<file path="config.mk">
export PLATFORM = sky130hd
export DESIGN_NAME = i2c_byte_master_flat
export DESIGN_NICKNAME = d
export VERILOG_FILES = /design/src/rtl/i2c_byte_master_if.sv /design/src/rtl/i2c_byte_master.sv /design/src/flat_wrapper.sv
export SDC_FILE = /design/constraint.sdc
export NUM_CORES = 1
export LEC_CHECK = 0
export ABC_AREA = 0
export BUFFER_PORTS_ARGS = -buffer_cell sky130_fd_sc_hd__buf_2
export CAP_MARGIN = 20
export CORE_MARGIN = 2
export CORE_UTILIZATION = 50
export DETAILED_ROUTE_END_ITERATION = 7
export PLACE_DENSITY = 0.74
export SLEW_MARGIN = 20
export SYNTH_ARGS = -nofsm -noshare
export SYNTH_HDL_FRONTEND = slang
export SYNTH_SLANG_ARGS = --single-unit
</file>
<file path="constraint.sdc">
create_clock -name clk -period 2.3 [get_ports clk]
set_input_delay 0.115 -clock clk [delete_from_list [all_inputs] [get_ports clk]]
set_output_delay 0.115 -clock clk [all_outputs]
set_load 0.03 [all_outputs]
</file>
<file path="src/rtl/i2c_byte_master_if.sv">
// Signal bundle between the byte sequencer, its host, the SCL generator and the I2C pads.
interface i2c_byte_master_if;
    logic        start;
    logic        rw;
    logic [6:0]  dev_addr;
    logic [7:0]  wr_data;
    logic        busy;
    logic        done;
    logic        ack_err;
    logic [7:0]  rd_data;
    logic        gen_run;
    logic        gen_idle;
    logic [15:0] limit;
    logic        scl_in;
    logic        half_t;
    logic        sda_in;
    logic        sda_oe;
    logic        scl_oe;

    modport master (
        input  start, rw, dev_addr, wr_data, scl_in, half_t, sda_in,
        output busy, done, ack_err, rd_data, gen_run, gen_idle, limit, sda_oe, scl_oe
    );

    modport slave (
        output start, rw, dev_addr, wr_data, scl_in, half_t, sda_in,
        input  busy, done, ack_err, rd_data, gen_run, gen_idle, limit, sda_oe, scl_oe
    );
endinterface

</file>
<file path="src/rtl/i2c_byte_master.sv">
// One-shot I2C transaction sequencer: START, address+R/W, ACK, one data byte, ACK/NACK, STOP.
// Paced by the SCL generator's half_t marker; SDA moves mid-low, is sampled mid-high.
module i2c_byte_master #(
    parameter logic [15:0] DIV = 16'd250
) (
    input  logic               clk,
    input  logic               rst_n,
    i2c_byte_master_if.master  bus
);

    typedef enum logic [3:0] {
        S_IDLE, S_START, S_ADDR, S_ADDR_ACK, S_WR, S_WR_ACK,
        S_RD, S_RD_NACK, S_STOP, S_DONE
    } state_t;

    state_t      state_q, state_d;
    logic        rw_q, rw_d;
    logic [7:0]  wr_q, wr_d;
    logic [7:0]  shift_q, shift_d;
    logic [2:0]  cnt_q, cnt_d;
    logic        half_q;
    logic        busy_q, busy_d;
    logic        done_q, done_d;
    logic        ack_err_q, ack_err_d;
    logic [7:0]  rd_q, rd_d;
    logic        gen_run_q, gen_run_d;
    logic        sda_oe_q, sda_oe_d;

    logic mid, mid_hi, mid_lo;

    // A held-high half_t must yield a single event, hence the edge detect.
    assign mid    = bus.half_t & ~half_q;
    assign mid_hi = mid & bus.scl_in;
    assign mid_lo = mid & ~bus.scl_in;

    always_ff @(posedge clk or negedge rst_n) begin
        if (!rst_n) begin
            state_q   <= S_IDLE;
            rw_q      <= 1'b0;
            wr_q      <= 8'h00;
            shift_q   <= 8'h00;
            cnt_q     <= 3'd0;
            half_q    <= 1'b0;
            busy_q    <= 1'b0;
            done_q    <= 1'b0;
            ack_err_q <= 1'b0;
            rd_q      <= 8'h00;
            gen_run_q <= 1'b0;
            sda_oe_q  <= 1'b0;
        end else begin
            state_q   <= state_d;
            rw_q      <= rw_d;
            wr_q      <= wr_d;
            shift_q   <= shift_d;
            cnt_q     <= cnt_d;
            half_q    <= bus.half_t;
            busy_q    <= busy_d;
            done_q    <= done_d;
            ack_err_q <= ack_err_d;
            rd_q      <= rd_d;
            gen_run_q <= gen_run_d;
            sda_oe_q  <= sda_oe_d;
        end
    end

    always_comb begin
        state_d   = state_q;
        rw_d      = rw_q;
        wr_d      = wr_q;
        shift_d   = shift_q;
        cnt_d     = cnt_q;
        busy_d    = busy_q;
        done_d    = 1'b0;
        ack_err_d = ack_err_q;
        rd_d      = rd_q;
        gen_run_d = gen_run_q;
        sda_oe_d  = sda_oe_q;

        unique case (state_q)
            S_IDLE: begin
                if (bus.start) begin
                    rw_d      = bus.rw;
                    wr_d      = bus.wr_data;
                    shift_d   = {bus.dev_addr, bus.rw};
                    gen_run_d = 1'b1;
                    busy_d    = 1'b1;
                    ack_err_d = 1'b0;
                    state_d   = S_START;
                end
            end
            S_START: begin
                if (mid_hi) begin
                    sda_oe_d = 1'b1;
                    cnt_d    = 3'd7;
                    state_d  = S_ADDR;
                end
            end
            S_ADDR, S_WR: begin
                if (mid_lo) begin
                    sda_oe_d = ~shift_q[7];
                    shift_d  = {shift_q[6:0], 1'b0};
                end else if (mid_hi) begin
                    if (cnt_q == 3'd0) begin
                        state_d = (state_q == S_ADDR) ? S_ADDR_ACK : S_WR_ACK;
                    end else begin
                        cnt_d = cnt_q - 3'd1;
                    end
                end
            end
            S_ADDR_ACK: begin
                if (mid_lo) begin
                    sda_oe_d = 1'b0;
                end else if (mid_hi) begin
                    if (bus.sda_in) begin
                        ack_err_d = 1'b1;
                        state_d   = S_STOP;
                    end else if (!rw_q) begin
                        shift_d = wr_q;
                        cnt_d   = 3'd7;
                        state_d = S_WR;
                    end else begin
                        cnt_d   = 3'd7;
                        state_d = S_RD;
                    end
                end
            end
            S_WR_ACK: begin
                if (mid_lo) begin
                    sda_oe_d = 1'b0;
                end else if (mid_hi) begin
                    if (bus.sda_in) begin
                        ack_err_d = 1'b1;
                    end
                    state_d = S_STOP;
                end
            end
            S_RD: begin
                if (mid_lo) begin
                    sda_oe_d = 1'b0;
                end else if (mid_hi) begin
                    rd_d = {rd_q[6:0], bus.sda_in};
                    if (cnt_q == 3'd0) begin
                        state_d = S_RD_NACK;
                    end else begin
                        cnt_d = cnt_q - 3'd1;
                    end
                end
            end
            S_RD_NACK: begin
                if (mid_lo) begin
                    sda_oe_d = 1'b0;
                end else if (mid_hi) begin
                    state_d = S_STOP;
                end
            end
            S_STOP: begin
                // SDA must be held low through a low phase before it may rise as STOP.
                if (mid_lo) begin
                    sda_oe_d = 1'b1;
                end else if (mid_hi && sda_oe_q) begin
                    sda_oe_d  = 1'b0;
                    gen_run_d = 1'b0;
                    busy_d    = 1'b0;
                    done_d    = 1'b1;
                    state_d   = S_DONE;
                end
            end
            S_DONE: begin
                state_d = S_IDLE;
            end
            default: begin
                state_d = S_IDLE;
            end
        endcase
    end

    assign bus.busy     = busy_q;
    assign bus.done     = done_q;
    assign bus.ack_err  = ack_err_q;
    assign bus.rd_data  = rd_q;
    assign bus.gen_run  = gen_run_q;
    assign bus.gen_idle = 1'b1;
    assign bus.limit    = DIV;
    assign bus.sda_oe   = sda_oe_q;
    assign bus.scl_oe   = gen_run_q & ~bus.scl_in;

endmodule

</file>
<file path="src/flat_wrapper.sv">
// flat-port wrapper written by rule: the top's interface ports become plain ports
module i2c_byte_master_flat 
#(
    parameter logic [15:0] DIV = 16'd250
)
  (clk, rst_n, bus_start, bus_rw, bus_dev_addr, bus_wr_data, bus_scl_in, bus_half_t, bus_sda_in, bus_busy, bus_done, bus_ack_err, bus_rd_data, bus_gen_run, bus_gen_idle, bus_limit, bus_sda_oe, bus_scl_oe);
  i2c_byte_master_if bus_i ();
  input  logic clk;
  input  logic rst_n;
  input wire logic [$bits(bus_i.start)-1:0] bus_start;
  input wire logic [$bits(bus_i.rw)-1:0] bus_rw;
  input wire logic [$bits(bus_i.dev_addr)-1:0] bus_dev_addr;
  input wire logic [$bits(bus_i.wr_data)-1:0] bus_wr_data;
  input wire logic [$bits(bus_i.scl_in)-1:0] bus_scl_in;
  input wire logic [$bits(bus_i.half_t)-1:0] bus_half_t;
  input wire logic [$bits(bus_i.sda_in)-1:0] bus_sda_in;
  output wire logic [$bits(bus_i.busy)-1:0] bus_busy;
  output wire logic [$bits(bus_i.done)-1:0] bus_done;
  output wire logic [$bits(bus_i.ack_err)-1:0] bus_ack_err;
  output wire logic [$bits(bus_i.rd_data)-1:0] bus_rd_data;
  output wire logic [$bits(bus_i.gen_run)-1:0] bus_gen_run;
  output wire logic [$bits(bus_i.gen_idle)-1:0] bus_gen_idle;
  output wire logic [$bits(bus_i.limit)-1:0] bus_limit;
  output wire logic [$bits(bus_i.sda_oe)-1:0] bus_sda_oe;
  output wire logic [$bits(bus_i.scl_oe)-1:0] bus_scl_oe;
  assign bus_i.start = bus_start;
  assign bus_i.rw = bus_rw;
  assign bus_i.dev_addr = bus_dev_addr;
  assign bus_i.wr_data = bus_wr_data;
  assign bus_i.scl_in = bus_scl_in;
  assign bus_i.half_t = bus_half_t;
  assign bus_i.sda_in = bus_sda_in;
  assign bus_busy = bus_i.busy;
  assign bus_done = bus_i.done;
  assign bus_ack_err = bus_i.ack_err;
  assign bus_rd_data = bus_i.rd_data;
  assign bus_gen_run = bus_i.gen_run;
  assign bus_gen_idle = bus_i.gen_idle;
  assign bus_limit = bus_i.limit;
  assign bus_sda_oe = bus_i.sda_oe;
  assign bus_scl_oe = bus_i.scl_oe;
  i2c_byte_master #(.DIV(DIV)) u_core (.clk(clk), .rst_n(rst_n), .bus(bus_i));
endmodule
</file>
# Word level (Yosys, flattened, before mapping)
# Cells that the tools add are included.
[word_totals] elab_cells=124 inputBits=22 output_inout_bits=31 regBits=37
[classes] reduce_logical=21 muxes=50 eq_ne=33 bitwise=8 addsub=1
[ops] cell="$mux 4" count=15
[ops] cell="$mux 8" count=6
[ops] cell="$pmux 4 s7" count=1
[ops] cell="$ne 2x1->1 const B" count=13
[ops] cell="$mux 3" count=8
[ops] cell="$pmux 8 s3" count=1
[ops] cell="$ne 2x2->1 const B" count=11
[ops] cell="$eq 4x3->1 const B" count=4
[ops] cell="$mux 1" count=14
[ops] cell="$reduce_and 14->1" count=1
[ops] cell="$reduce_and 5->1" count=2
[ops] cell="$pmux 3 s3" count=1
[ops] cell="$eq 4x2->1 const B" count=2
[ops] cell="$reduce_and 8->1" count=1
[ops] cell="$reduce_and 7->1" count=1
[ops] cell="$reduce_bool 3->1" count=2
[ops] cell="$reduce_or 2->1" count=3
[ops] cell="$and 1x1->1" count=4
[ops] cell="$eq 4x1->1 const B" count=1
[ops] cell="$eq 4x4->1 const B" count=1
[ops] cell="$logic_not 4->1" count=1
[ops] cell="$not 1->1" count=4
[ops] cell="$pmux 1 s2" count=2
[ops] cell="$pmux 1 s4" count=1
[ops] cell="12 further kinds" count=13

# Depth between registers and ports, before layout
# Gate-level depths: netlist (run 1).
[depth] depth_word=7 depth_mapped=8 depth_no_buf=7

# Worst setup path before layout (run 1)
# OpenSTA, ideal clock, no wires.
[synth_timing] path_kind="register to register" start="register u_core.state_q[1]" end="register u_core.shift_q[0]" t_required_ps=2170 stages_incl_launch_ff=9 setup_time_ps=130 path_slack_ps=523 path_buffers=3 synth_period_minus_slack_ps=1777 t_arrival_ps=1648 path_cell_list="dfrtp_1 > buf_2 > xnor2_2 > nor3_1 > buf_2 > a2111o_1 > buf_6 > nand2_1 > o21ai_0"
[synth_between] elab_chain_len=4 word_cells_on_any_way=14 cone_classes="eq/ne (9); mux (1); reduce/logical (4)"
[synth_rtl] item="start: declaration" line_no="i2c_byte_master.sv:16" rtl="state_t state_q, state_d;"
[synth_rtl] item="start signal: assignment" line_no="i2c_byte_master.sv:51" rtl="state_q <= state_d;"
[synth_rtl] item="$eq 4x3->1 or $eq 4x2->1 (tied branches)" line_no="i2c_byte_master.sv:79" rtl="unique case (state_q)"
[synth_rtl] item="$reduce_or 2->1" line_no="i2c_byte_master.sv:79"
[synth_rtl] item="$ne 2x1->1 (no line) or $reduce_bool 3->1 (tied branches)"
[synth_rtl] item="$reduce_and 7->1 (no line)"
[synth_rtl] item="end signal: assignment" line_no="i2c_byte_master.sv:54" rtl="shift_q <= shift_d;"
[synth_rtl] item="end: declaration" line_no="i2c_byte_master.sv:19" rtl="logic [7:0] shift_q, shift_d;"
# Several ways; a longest one is shown, not always the timed one.
# A chain may end at the register's enable or synchronous reset.

# Worst setup path in the final report (run 1)
[layout_timing] start="register u_core.state_q[2]" end="register u_core.shift_q[1]"
# The elaborated chain is that of the path after synthesis.

==> flow_summary.rst, run 1 <==
.. list-table::
   :header-rows: 1

   * - Metric
     - Value
   * - Clock tree from TritonCTS
     - built
   * - Shortest period the worst path allows
     - 2.10 ns
   * - Row count
     - 23
   * - Routed Wire Length
     - 3840 microns
   * - Detailed-routing iteration count for the pre-antenna-repair pass
     - 4
   * - Register bit count reported by yosys
     - 37
   * - Clock tree skew after final layout
     - 0.0110 ns
   * - Total vias in the final route
     - 1522
   * - Initial core utilization
     - 0.515
   * - Htree depth
     - 2
   * - Buf/Inv on CP
     - 0
   * - Number of global-route vias before repair
     - 1407
   * - Count of flip-flops with a built-in enable after synthesis
     - 0
   * - Data arrival at the endpoint of the critical path
     - 2.26 ns
   * - Number of antenna violations at the first check in global routing
     - 0
   * - Class of the worst hold path
     - in2reg
   * - Remaining Overflow, GRT
     - 0
   * - Final routed DRC violation total
     - 0
   * - Relative max-transition margin
     - 0.463
   * - Post-synthesis sequential area ratio
     - 0.456
   * - Nature of the critical path endpoint
     - register
   * - Max-cap violation count
     - 0
   * - Leakage Power
     - 1.12 nW
   * - Worst-skew pair later-pin latency
     - 0.30 ns
   * - Post-synthesis async set-or-reset flop share
     - 1.00
   * - Final setup fails
     - 0
   * - Required time reported for the critical path endpoint
     - 2.46 ns
   * - Post-Layout Inst Area
     - 2300 sq um
   * - CTS Buffer Depth
     - 2
   * - Share of the synthesized area in the top cell type
     - 0.456
   * - Chip Height
     - 67.7 microns
   * - Avg Inst Size Synth
     - 10.4 sq um
   * - Remaining antenna violation count
     - 0
   * - Flip-flop cell with the highest count after synthesis
     - sky130_fd_sc_hd__dfrtp_1
   * - Largest fanout on the critical path
     - 16
   * - Area leader, netlist
     - sky130_fd_sc_hd__dfrtp_1
   * - Post-DP HPWL
     - 2730 microns
   * - DP Area
     - 2160 sq um
   * - Number of buffers inserted by port buffering
     - 35
   * - Antenna cells
     - 0
   * - Routed length per instance
     - 13.6 microns
   * - Placer Congestion
     - 0.791
   * - Root cell of the clock tree
     - sky130_fd_sc_hd__clkbuf_8
   * - Netlist area before placement
     - 2030 sq um
   * - Largest voltage drop on the vdd net
     - 0.000622 V
   * - Number of max-slew violations in the final report
     - 0
   * - Filler cells
     - 336
   * - Final hold violations
     - 0
   * - Most common library cells after synthesis
     - sky130_fd_sc_hd__dfrtp_1, sky130_fd_sc_hd__buf_4, sky130_fd_sc_hd__mux2_2, sky130_fd_sc_hd__nand2_1, sky130_fd_sc_hd__a21oi_1
   * - Number of cells produced by synthesis
     - 195
   * - Die W
     - 67.7 microns
   * - Pin count of the biggest net entering global routing
     - 38
   * - Number of top-level design ports
     - 53
   * - Sinks on the clock net
     - 37
   * - DR vias/cell
     - 5.40
   * - Ratio of final minimum period to clock period
     - 0.914
   * - Maximum cell stage delay along the critical path
     - 0.67 ns
   * - Worst Path Class, Setup
     - reg2reg
   * - Total global routing track utilization
     - 0.192
   * - Layout-stage area growth over the synthesis result
     - 13.2%
   * - Worst-Margin Slew
     - 0.805 ns
   * - Top post-synthesis cells by area
     - sky130_fd_sc_hd__dfrtp_1, sky130_fd_sc_hd__mux2_2, sky130_fd_sc_hd__buf_4
   * - Most used standard cell by instance count after synthesis
     - sky130_fd_sc_hd__dfrtp_1
   * - Launching element type of the critical path
     - register
   * - P per Cell Area
     - 1250 nW/um^2
   * - Status
     - finished clean
   * - Library cell contributing the largest single delay on the critical path
     - sky130_fd_sc_hd__dfrtp_1
   * - Cell-by-cell listing of the critical path
     - and4bb_2 -> o31a_1 -> a2111o_1 -> nand2_1 -> o21ai_0
   * - Violation count after the first detailed-routing iteration
     - 89
   * - Final TNS setup
     - 0 ns
   * - Die Footprint
     - 4590 sq um
   * - Synth unique cells
     - 49
   * - Wire length of the first global-routing pass
     - 6580 microns
   * - Warning count from the yosys run
     - 0
   * - Dominant delay contributor by cell family on the critical path
     - compound AO/OA/AOI/OAI gates
   * - Layout cell share with drive strength beyond 1
     - 0.310
   * - Core footprint
     - 3940 sq um
   * - Clock-pin slew reported for the worst setup and hold paths after clock tree synthesis
     - 0.08 ns
   * - TritonCTS Buffers
     - 5
   * - Maximum clock frequency
     - 0.476 GHz
   * - Nets
     - 255
   * - Gates resized, CTS repair
     - 0
   * - Unrepaired setup endpoints after global routing
     - no
-- worst paths after layout --
path | start | endpoint | slack (ns) | cells after the start
worst max-delay path | u_core.state_q[2] | u_core.shift_q[1] | 0.20 | 5
worst min-delay path | bus_start | u_core.bus.ack_err | 0.02 | 2
worst max register to register | u_core.state_q[2] | u_core.shift_q[1] | 0.20 | 5
min in group asynchronous | rst_n | u_core.rw_q | 0.44 | 2
max in group asynchronous | rst_n | u_core.cnt_q[0] | 1.34 | 2
worst min register to register | u_core.shift_q[2] | u_core.shift_q[2] | 0.48 | 2
-- registers in the layout, summed over array words and instances (netlist names) --
name and flops:
u_core.bus.ack_err 1, u_core.bus.busy 1, u_core.bus.done 1, u_core.bus.rd_data 8
u_core.bus.sda_oe 1, u_core.cnt_q 3, u_core.half_q 1, u_core.rw_q 1
u_core.shift_q 8, u_core.state_q 4, u_core.wr_q 8
-- what timing repair did --
item | 4_1_cts | 5_1_grt
hold buffers | 2 | 0
hold endpoints to repair | 38 | 0
setup buffers | 0 | 0
-- layout make-up --
class,count,area (sq um),share of cell area
clock buffers,7,86.3,0.0375
clock inverters,1,30.0,0.0131
inverters,5,18.8,0.00816
multi-input cells,141,951,0.413
flip-flops and latches,37,926,0.403
well taps,50,62.6,0.0272
repair buffers,41,225,0.0979
-- stage by stage --
| stage | util | hold slack, ns | total power, mW | instances | worst slack [ns] |
|---|---|---|---|---|---|
| after floorplan | - | -0.181 | 2.09 | 210 | 0.523 |
| after global placement | 0.549 | 0.250 | 2.27 | 272 | 0.304 |
| after detailed placement | 0.549 | 0.256 | 2.30 | 272 | 0.224 |
| after CTS | 0.583 | 0.0189 | 2.88 | 282 | 0.218 |
| after global routing | 0.583 | 0.0357 | 3.10 | 282 | 0.0336 |
| final | 0.583 | 0.0176 | 2.87 | 282 | 0.197 |
-- routing by layer --
| metal | vias to the layer above | GRT usage | routed length (microns) | share of wire |
|---|---|---|---|---|
| li1 | 739 | - | - | - |
| met1 | 734 | 0.251 | 1600 | 0.42 |
| met2 | 45 | 0.315 | 2020 | 0.53 |
| met3 | 4 | 0.0450 | 181 | 0.047 |
| met4 | 0 | 0.0612 | 46 | 0.012 |
| met5 | - | 0 | 0 | 0 |
-- where the power goes --
group | switching, mW | total [mW] | internal, mW
combinational | 0.687 | 1.22 | 0.531
sequential | 0.197 | 1.07 | 0.874
clock | 0.229 | 0.582 | 0.353
total | 1.11 | 2.87 | 1.76
-- cells in the final DEF (no fill, tap or decap), types with 2 or more instances in the layout --
cell type                       synthesis  layout
sky130_fd_sc_hd__buf_4                 18       4
sky130_fd_sc_hd__and3_1                 2       2
sky130_fd_sc_hd__o21ai_2                2       2
sky130_fd_sc_hd__buf_2                  6      35
sky130_fd_sc_hd__conb_1                 2      17
sky130_fd_sc_hd__dfrtp_1               37      37
sky130_fd_sc_hd__nor2_1                 8       8
sky130_fd_sc_hd__nand2b_1               4       4
sky130_fd_sc_hd__dlygate4sd3_1          0       2
sky130_fd_sc_hd__nand3_1                4       4
sky130_fd_sc_hd__a22o_1                 7       7
sky130_fd_sc_hd__o21ai_0                9       9
sky130_fd_sc_hd__o31a_1                 2       2
sky130_fd_sc_hd__nor3_1                 4       4
sky130_fd_sc_hd__ha_1                   2       2
sky130_fd_sc_hd__nand2_1               17      17
sky130_fd_sc_hd__nand4_1                2       2
sky130_fd_sc_hd__clkbuf_8               0       6
sky130_fd_sc_hd__a21oi_1               16      16
sky130_fd_sc_hd__inv_1                  5       5
sky130_fd_sc_hd__mux2_2                17      17
-- kinds of logic (layout without fill, tap and decap cells) --
family          after synthesis  count (layout)  share of synthesized area
buf+inv                      32              54                      0.104
compound gates               52              52                      0.188
xor+xnor                      1               1                    0.00801
other cells                   2              17                    0.00370
simple gates                 51              51                      0.129
mux                          18              18                     0.0992
fa+ha+maj                     2               2                     0.0123
flops                        37              37                      0.456
No activity file was read; power rests on OpenSTA's default activity.
==> inputs of run 2 (changes only) <==
--- a/config.mk
+++ b/config.mk
@@ -6,12 +6,12 @@
 export NUM_CORES = 1
 export LEC_CHECK = 0
 export ABC_AREA = 0
-export BUFFER_PORTS_ARGS = -buffer_cell sky130_fd_sc_hd__buf_2
 export CAP_MARGIN = 20
 export CORE_MARGIN = 2
 export CORE_UTILIZATION = 50
 export DETAILED_ROUTE_END_ITERATION = 7
-export PLACE_DENSITY = 0.74
+export DONT_BUFFER_PORTS = 1
+export PLACE_DENSITY = 0.63
 export SLEW_MARGIN = 20
 export SYNTH_ARGS = -nofsm -noshare
 export SYNTH_HDL_FRONTEND = slang
==> run 2 against run 1 <==
  * Total power fell by 6.0%
  * Cell count is 8.2% lower
  * Setup slack better by 0.036 ns
  * Critical path type unchanged
  * Register-to-register slack better by 0.04 ns
  * Sequential cell count unchanged
  * Hold slack worse by 0.013 ns
  * Clock power down 25%
  * Sequential power increased by 7%
  * Routed wire length grew 5.7%
  * Critical endpoint is now u_core.shift_q[2]
  * Via count down 3.6%
  * Critical path depth unchanged
==> flow_summary.rst, run 2 (synthesized netlist as in run 1, its figures left out) <==
.. list-table::
   :header-rows: 1

   * - Metric
     - Value
   * - Proportion of power drawn by flip-flops and latches
     - 0.423
   * - Data arrival at the endpoint of the critical path
     - 2.21 ns
   * - Number of antenna violations at the first check in global routing
     - 0
   * - Final TNS setup
     - 0 ns
   * - TritonCTS Buffers
     - 5
   * - Switching share of power
     - 0.414
   * - Total vias in the final route
     - 1467
   * - Required time reported for the critical path endpoint
     - 2.45 ns
   * - Clock tree skew after final layout
     - 0.00410 ns
   * - Worst-skew pair later-pin latency
     - 0.29 ns
   * - Chip Height
     - 67.7 microns
   * - Pin count of the biggest net entering global routing
     - 38
   * - Unrepaired setup endpoints after global routing
     - no
   * - Largest voltage drop on the vdd net
     - 0.000651 V
   * - Hold-fix buffers, CTS
     - 15
   * - Status
     - finished clean
   * - Leading cell types in the layout, fill and taps excluded
     - sky130_fd_sc_hd__dfrtp_1, sky130_fd_sc_hd__mux2_2, sky130_fd_sc_hd__nand2_1, sky130_fd_sc_hd__conb_1, sky130_fd_sc_hd__a21oi_1
   * - Remaining Overflow, GRT
     - 0
   * - Clock-pin slew reported for the worst setup and hold paths after clock tree synthesis
     - 0.07 ns
   * - Nature of the critical path endpoint
     - register
   * - Post-DP HPWL
     - 2800 microns
   * - Int Power
     - 1.58 mW
   * - Library cell contributing the largest single delay on the critical path
     - sky130_fd_sc_hd__dfrtp_1
   * - Nets
     - 232
   * - Die Footprint
     - 4590 sq um
   * - P per Cell Area
     - 1210 nW/um^2
   * - Core footprint
     - 3940 sq um
   * - Remaining antenna violation count
     - 0
   * - RR Startpoint
     - u_core.state_q[2]
   * - Routed length per instance
     - 15.7 microns
   * - Dominant delay contributor by cell family on the critical path
     - compound AO/OA/AOI/OAI gates
   * - Worst setup margin
     - 0.233 ns
   * - Largest fanout on the critical path
     - 16
   * - DR vias/cell
     - 5.66
   * - Initial core utilization
     - 0.515
   * - Worst slack, placed
     - 0.236 ns
   * - Layout-stage area growth over the synthesis result
     - 9.49%
   * - Net switching power of the design
     - 1.12 mW
   * - Worst Path Class, Setup
     - reg2reg
   * - Number of global-route vias before repair
     - 1369
   * - Post-Route Hold Slack
     - 0.00422 ns
   * - Row count
     - 23
   * - Leakage Power
     - 1.01 nW
   * - Cell-by-cell listing of the critical path
     - and4bb_2 -> o31a_1 -> a2111o_1 -> nand2_1 -> o21ai_0
   * - Maximum clock frequency
     - 0.484 GHz
   * - Total global routing track utilization
     - 0.197
   * - Launching element type of the critical path
     - register
   * - Worst reg2reg path depth
     - 5
   * - Number of buffers inserted by port buffering
     - 0
   * - Layout cell share with drive strength beyond 1
     - 0.177
   * - CTS Buffer Depth
     - 2
   * - Htree depth
     - 2
   * - Final setup fails
     - 0
   * - Class of the worst hold path
     - in2reg
   * - Wire length of the first global-routing pass
     - 6660 microns
   * - Routed Wire Length
     - 4060 microns
   * - Final routed DRC violation total
     - 0
   * - Buf/Inv on CP
     - 0
   * - Clock power frac
     - 0.162
   * - Maximum cell stage delay along the critical path
     - 0.63 ns
   * - Gate power share
     - 0.414
   * - Filler cells
     - 348
   * - Detailed-routing iteration count for the pre-antenna-repair pass
     - 4
   * - Shortest period the worst path allows
     - 2.07 ns
   * - Cell depth of the worst setup path
     - 5
   * - Antenna cells
     - 0
   * - Hold worst-path end
     - u_core.shift_q[7]
   * - Number of max-slew violations in the final report
     - 0
   * - Number of buffers added for setup after CTS
     - 0
   * - Clock tree from TritonCTS
     - built
   * - Number of top-level design ports
     - 53
   * - Ratio of final minimum period to clock period
     - 0.899
   * - Sinks on the clock net
     - 37
   * - Worst-Margin Slew
     - 0.681 ns
   * - Root cell of the clock tree
     - sky130_fd_sc_hd__clkbuf_8
   * - Gates resized, CTS repair
     - 0
   * - Max-cap violation count
     - 0
   * - Number of cells on the worst hold path
     - 2
   * - Die W
     - 67.7 microns
   * - Core Util, Final
     - 0.564
   * - Violation count after the first detailed-routing iteration
     - 61
   * - Relative max-transition margin
     - 0.542
   * - Placer Congestion
     - 0.791
   * - Critical register-to-register path endpoint
     - u_core.shift_q[2]
   * - PnR Total Power
     - 2.70 mW
   * - Leading cell type in the layout, fill and taps excluded
     - sky130_fd_sc_hd__dfrtp_1
   * - Final hold violations
     - 0
   * - Source of the worst hold timing path
     - bus_dev_addr[6]
   * - Slack of the worst reg-to-reg path
     - 0.23 ns
==> run 2: per-stage QoR <==
| step | cells | area (sq um) |
|---|---|---|
| floorplan | 210 | 2090 |
| global placement | 236 | 1980 |
| detailed placement | 236 | 1980 |
| CTS | 259 | 2220 |
| global route | 259 | 2220 |
| finish | 259 | 2220 |
==> run 2: layout make-up <==
type	instances	area (sq um)	area share
timing repair buffer	18	183	0.0822
tap	50	62.6	0.0281
clock buffer	6	72.6	0.0326
clock inverter	2	10.0	0.00450
sequential	37	926	0.416
multi-input combinational	141	951	0.428
inverter	5	18.8	0.00844
==> run 2: how the worst max path moves through the flow <==
stage | from | endpoint | slack, ns
floorplan | u_core.state_q[1] | u_core.shift_q[0] | 0.52
finish | u_core.state_q[2] | u_core.shift_q[2] | 0.23
global placement | u_core.state_q[2] | u_core.shift_q[4] | 0.32
global route | u_core.state_q[1] | u_core.shift_q[2] | 0.06
detailed placement | u_core.state_q[2] | u_core.shift_q[0] | 0.24
CTS | u_core.state_q[2] | u_core.shift_q[2] | 0.23
==> run 2: power by group through the flow <==
stage | Clock (mW) | Combinational, mW | Sequential (mW)
detailed placement | 0 | 1.08 | 1.15
finish | 0.439 | 1.12 | 1.14
floorplan | 0 | 1.04 | 1.05
global route | 0.482 | 1.26 | 1.17
global placement | 0 | 1.03 | 1.14
CTS | 0.448 | 1.12 | 1.14
==> run 2: routing by layer <==
metal / up-vias / GRT usage / part of all wire
met1: 738 / 0.249 / 0.43
met5: - / 0 / 0
met4: 0 / 0.0612 / 0.013
met2: 29 / 0.335 / 0.52
li1: 695 / - / -
met3: 5 / 0.0450 / 0.035
==> run 2: worst reg2reg max path, delay by kind of cell (launching register included) <==
family | cells | cell delay [ns]
AOI/OAI and AO/OA | 3 | 0.78
DFF | 1 | 0.63
and+or+nand+nor | 2 | 0.52
==> inputs of run 3 (changes only) <==
==> constraint.sdc (replaced) <==
create_clock -name clk -period 2 [get_ports clk]
set_input_delay 0.1 -clock clk [delete_from_list [all_inputs] [get_ports clk]]
set_output_delay 0.1 -clock clk [all_outputs]
set_load 0.03 [all_outputs]
==> run 3 against run 2 <==
  * Non-clock buffer count up 9
  * Routed wire length up 0.86%
  * Core utilization up 3.3 points
  * Highest routed layer unchanged
  * Largest power group is now combinational logic
  * Sequential power up 14%
  * Largest cell class unchanged
  * Cell count up 3.5%
  * Via count up 2.0%
==> flow_summary.rst, run 3 (synthesized netlist as in run 1, its figures left out) <==
.. list-table::
   :header-rows: 1

   * - Metric
     - Value
   * - Row count
     - 23
   * - Remaining Overflow, GRT
     - 0
   * - Final hold violations
     - 0
   * - Largest voltage drop on the vdd net
     - 0.000790 V
   * - Clock power frac
     - 0.201
   * - Status
     - finished clean
   * - Filler cells
     - 343
   * - Remaining antenna violation count
     - 0
   * - Largest fanout on the critical path
     - 17
   * - Relative max-transition margin
     - 0.633
   * - Class of the worst hold path
     - in2reg
   * - Post-DP HPWL
     - 2880 microns
   * - Wire length of the first global-routing pass
     - 6540 microns
   * - Leading cell types in the layout, fill and taps excluded
     - sky130_fd_sc_hd__dfrtp_1, sky130_fd_sc_hd__mux2_2, sky130_fd_sc_hd__nand2_1, sky130_fd_sc_hd__conb_1, sky130_fd_sc_hd__dlygate4sd3_1
   * - Final setup fails
     - 0
   * - Total global routing track utilization
     - 0.196
   * - Required time reported for the critical path endpoint
     - 2.16 ns
   * - Final routed DRC violation total
     - 0
   * - Core footprint
     - 3940 sq um
   * - Switching share of power
     - 0.387
   * - Critical register-to-register path endpoint
     - u_core.state_q[1]
   * - Detailed-routing iteration count for the pre-antenna-repair pass
     - 5
   * - Antenna cells
     - 0
   * - Clock-pin slew reported for the worst setup and hold paths after clock tree synthesis
     - 0.08 ns
   * - Launching element type of the critical path
     - register
   * - Number of top-level design ports
     - 53
   * - Sinks on the clock net
     - 37
   * - Pin count of the biggest net entering global routing
     - 38
   * - Proportion of power drawn by flip-flops and latches
     - 0.390
   * - Shortest period the worst path allows
     - 1.86 ns
   * - Data arrival at the endpoint of the critical path
     - 2.02 ns
   * - Maximum clock frequency
     - 0.538 GHz
   * - Leading cell type in the layout, fill and taps excluded
     - sky130_fd_sc_hd__dfrtp_1
   * - Number of max-slew violations in the final report
     - 0
   * - Worst-skew pair later-pin latency
     - 0.29 ns
   * - Gate power share
     - 0.409
   * - Slack of the worst reg-to-reg path
     - 0.14 ns
   * - Leakage Power
     - 1.07 nW
   * - Htree depth
     - 2
   * - Core Util, Final
     - 0.597
   * - Number of buffers added for setup after CTS
     - 0
   * - Ratio of final minimum period to clock period
     - 0.929
   * - Number of cells on the worst hold path
     - 2
   * - Number of global-route vias before repair
     - 1391
   * - Initial core utilization
     - 0.515
   * - Worst-Margin Slew
     - 0.548 ns
   * - Violation count after the first detailed-routing iteration
     - 75
   * - Die W
     - 67.7 microns
   * - Placer Congestion
     - 0.782
   * - Routed Wire Length
     - 4090 microns
   * - TritonCTS Buffers
     - 5
   * - Layout-stage area growth over the synthesis result
     - 15.9%
   * - Die Footprint
     - 4590 sq um
   * - Layout cell share with drive strength beyond 1
     - 0.234
   * - Nets
     - 241
   * - Worst Path Class, Setup
     - reg2reg
   * - Int Power
     - 2.05 mW
   * - Max-cap violation count
     - 0
   * - Routed length per instance
     - 15.3 microns
   * - CTS Buffer Depth
     - 2
   * - Area taken by flip-flops and latches
     - 931 sq um
   * - Clock tree from TritonCTS
     - built
   * - Chip Height
     - 67.7 microns
   * - Source of the worst hold timing path
     - bus_dev_addr[1]
   * - Final TNS setup
     - 0 ns
   * - P per Cell Area
     - 1420 nW/um^2
   * - Nature of the critical path endpoint
     - register
   * - RR Startpoint
     - u_core.state_q[1]
   * - Unrepaired setup endpoints after global routing
     - no
   * - Total area of multi-input combinational cells
     - 963 sq um
   * - Worst reg2reg path depth
     - 5
   * - Number of buffers inserted by port buffering
     - 0
   * - Clock tree skew after final layout
     - 0.00743 ns
   * - Hold worst-path end
     - u_core.shift_q[2]
   * - Net switching power of the design
     - 1.29 mW
   * - Total vias in the final route
     - 1496
   * - DR vias/cell
     - 5.58
   * - Root cell of the clock tree
     - sky130_fd_sc_hd__clkbuf_8
   * - Number of antenna violations at the first check in global routing
     - 0
==> run 3: cell count changes in the layout (fill, tap and decap cells not counted), moves of 2 or more <==
cell	previous run	this run
sky130_fd_sc_hd__buf_4	3	9
sky130_fd_sc_hd__dfrtp_1	37	33
sky130_fd_sc_hd__dfrtp_2	0	4
sky130_fd_sc_hd__dlygate4sd3_1	14	17
sky130_fd_sc_hd__clkinv_2	2	0
==> run 3: final cells by class <==
type                    instances  share of cell area
clock inverters                 2              0.0159
repair buffers                 27               0.110
clock buffers                   6              0.0351
well taps                      50              0.0266
flip-flops and latches         37               0.396
multi-input cells             141               0.409
inverters                       5             0.00797
==> run 3: worst max-delay path, cell delays in order (launching register included) <==
cell	delay (ns)
sky130_fd_sc_hd__dfrtp_2	0.52
sky130_fd_sc_hd__or3_1	0.44
sky130_fd_sc_hd__a211oi_1	0.23
sky130_fd_sc_hd__a221o_1	0.27
sky130_fd_sc_hd__a2bb2oi_1	0.18
sky130_fd_sc_hd__o21ai_0	0.09
==> run 3: timing repair <==
action,4_1_cts,5_1_grt
resized for setup,0,7
hold buffers,18,0
endpoints found under the setup margin,0,16
endpoints found under the hold margin,53,0
==> run 3: how the worst max path moves through the flow <==
stage | start | to | depth (start not counted) | slack (ns)
after global routing | u_core.state_q[1] | u_core.state_q[0] | 5 | 0.02
after CTS | u_core.state_q[1] | u_core.state_q[2] | 5 | 0.05
after detailed placement | u_core.state_q[2] | u_core.shift_q[3] | 5 | 0.04
after global placement | u_core.state_q[1] | u_core.shift_q[4] | 5 | 0.07
after floorplan | u_core.state_q[1] | u_core.shift_q[0] | 8 | 0.22
final | u_core.state_q[1] | u_core.state_q[1] | 5 | 0.14
==> run 3: layer usage <==
metal / wire [microns] / up-vias / global-route usage / part of all wire
met1: 1720 / 750 / 0.245 / 0.42
met4: 36 / 0 / 0.0612 / 0.0088
met2: 2190 / 29 / 0.328 / 0.53
li1: - / 712 / - / -
met3: 154 / 5 / 0.0533 / 0.038
met5: 0 / - / 0 / 0
==> run 3: stage by stage <==
stage	instance area, sq um	setup slack [ns]	instances	hold WS (ns)	total power, mW
2_1_floorplan	2090	0.223	210	-0.196	2.40
3_3_place_gp	2030	0.0731	242	-0.194	2.55
6_report	2350	0.141	268	0.00250	3.34
4_1_cts	2340	0.0452	268	0.00101	3.35
3_5_place_dp	2030	0.0403	242	-0.194	2.61
5_1_grt	2350	0.0241	268	0.0309	3.58
==> run 3: power groups by stage <==
stage / logic, mW / clock network [mW] / registers (mW)
floorplan: 1.19 / 0 / 1.21
global placement: 1.26 / 0 / 1.29
detailed placement: 1.31 / 0 / 1.30
CTS: 1.37 / 0.688 / 1.29
global route: 1.54 / 0.715 / 1.33
finish: 1.37 / 0.672 / 1.30
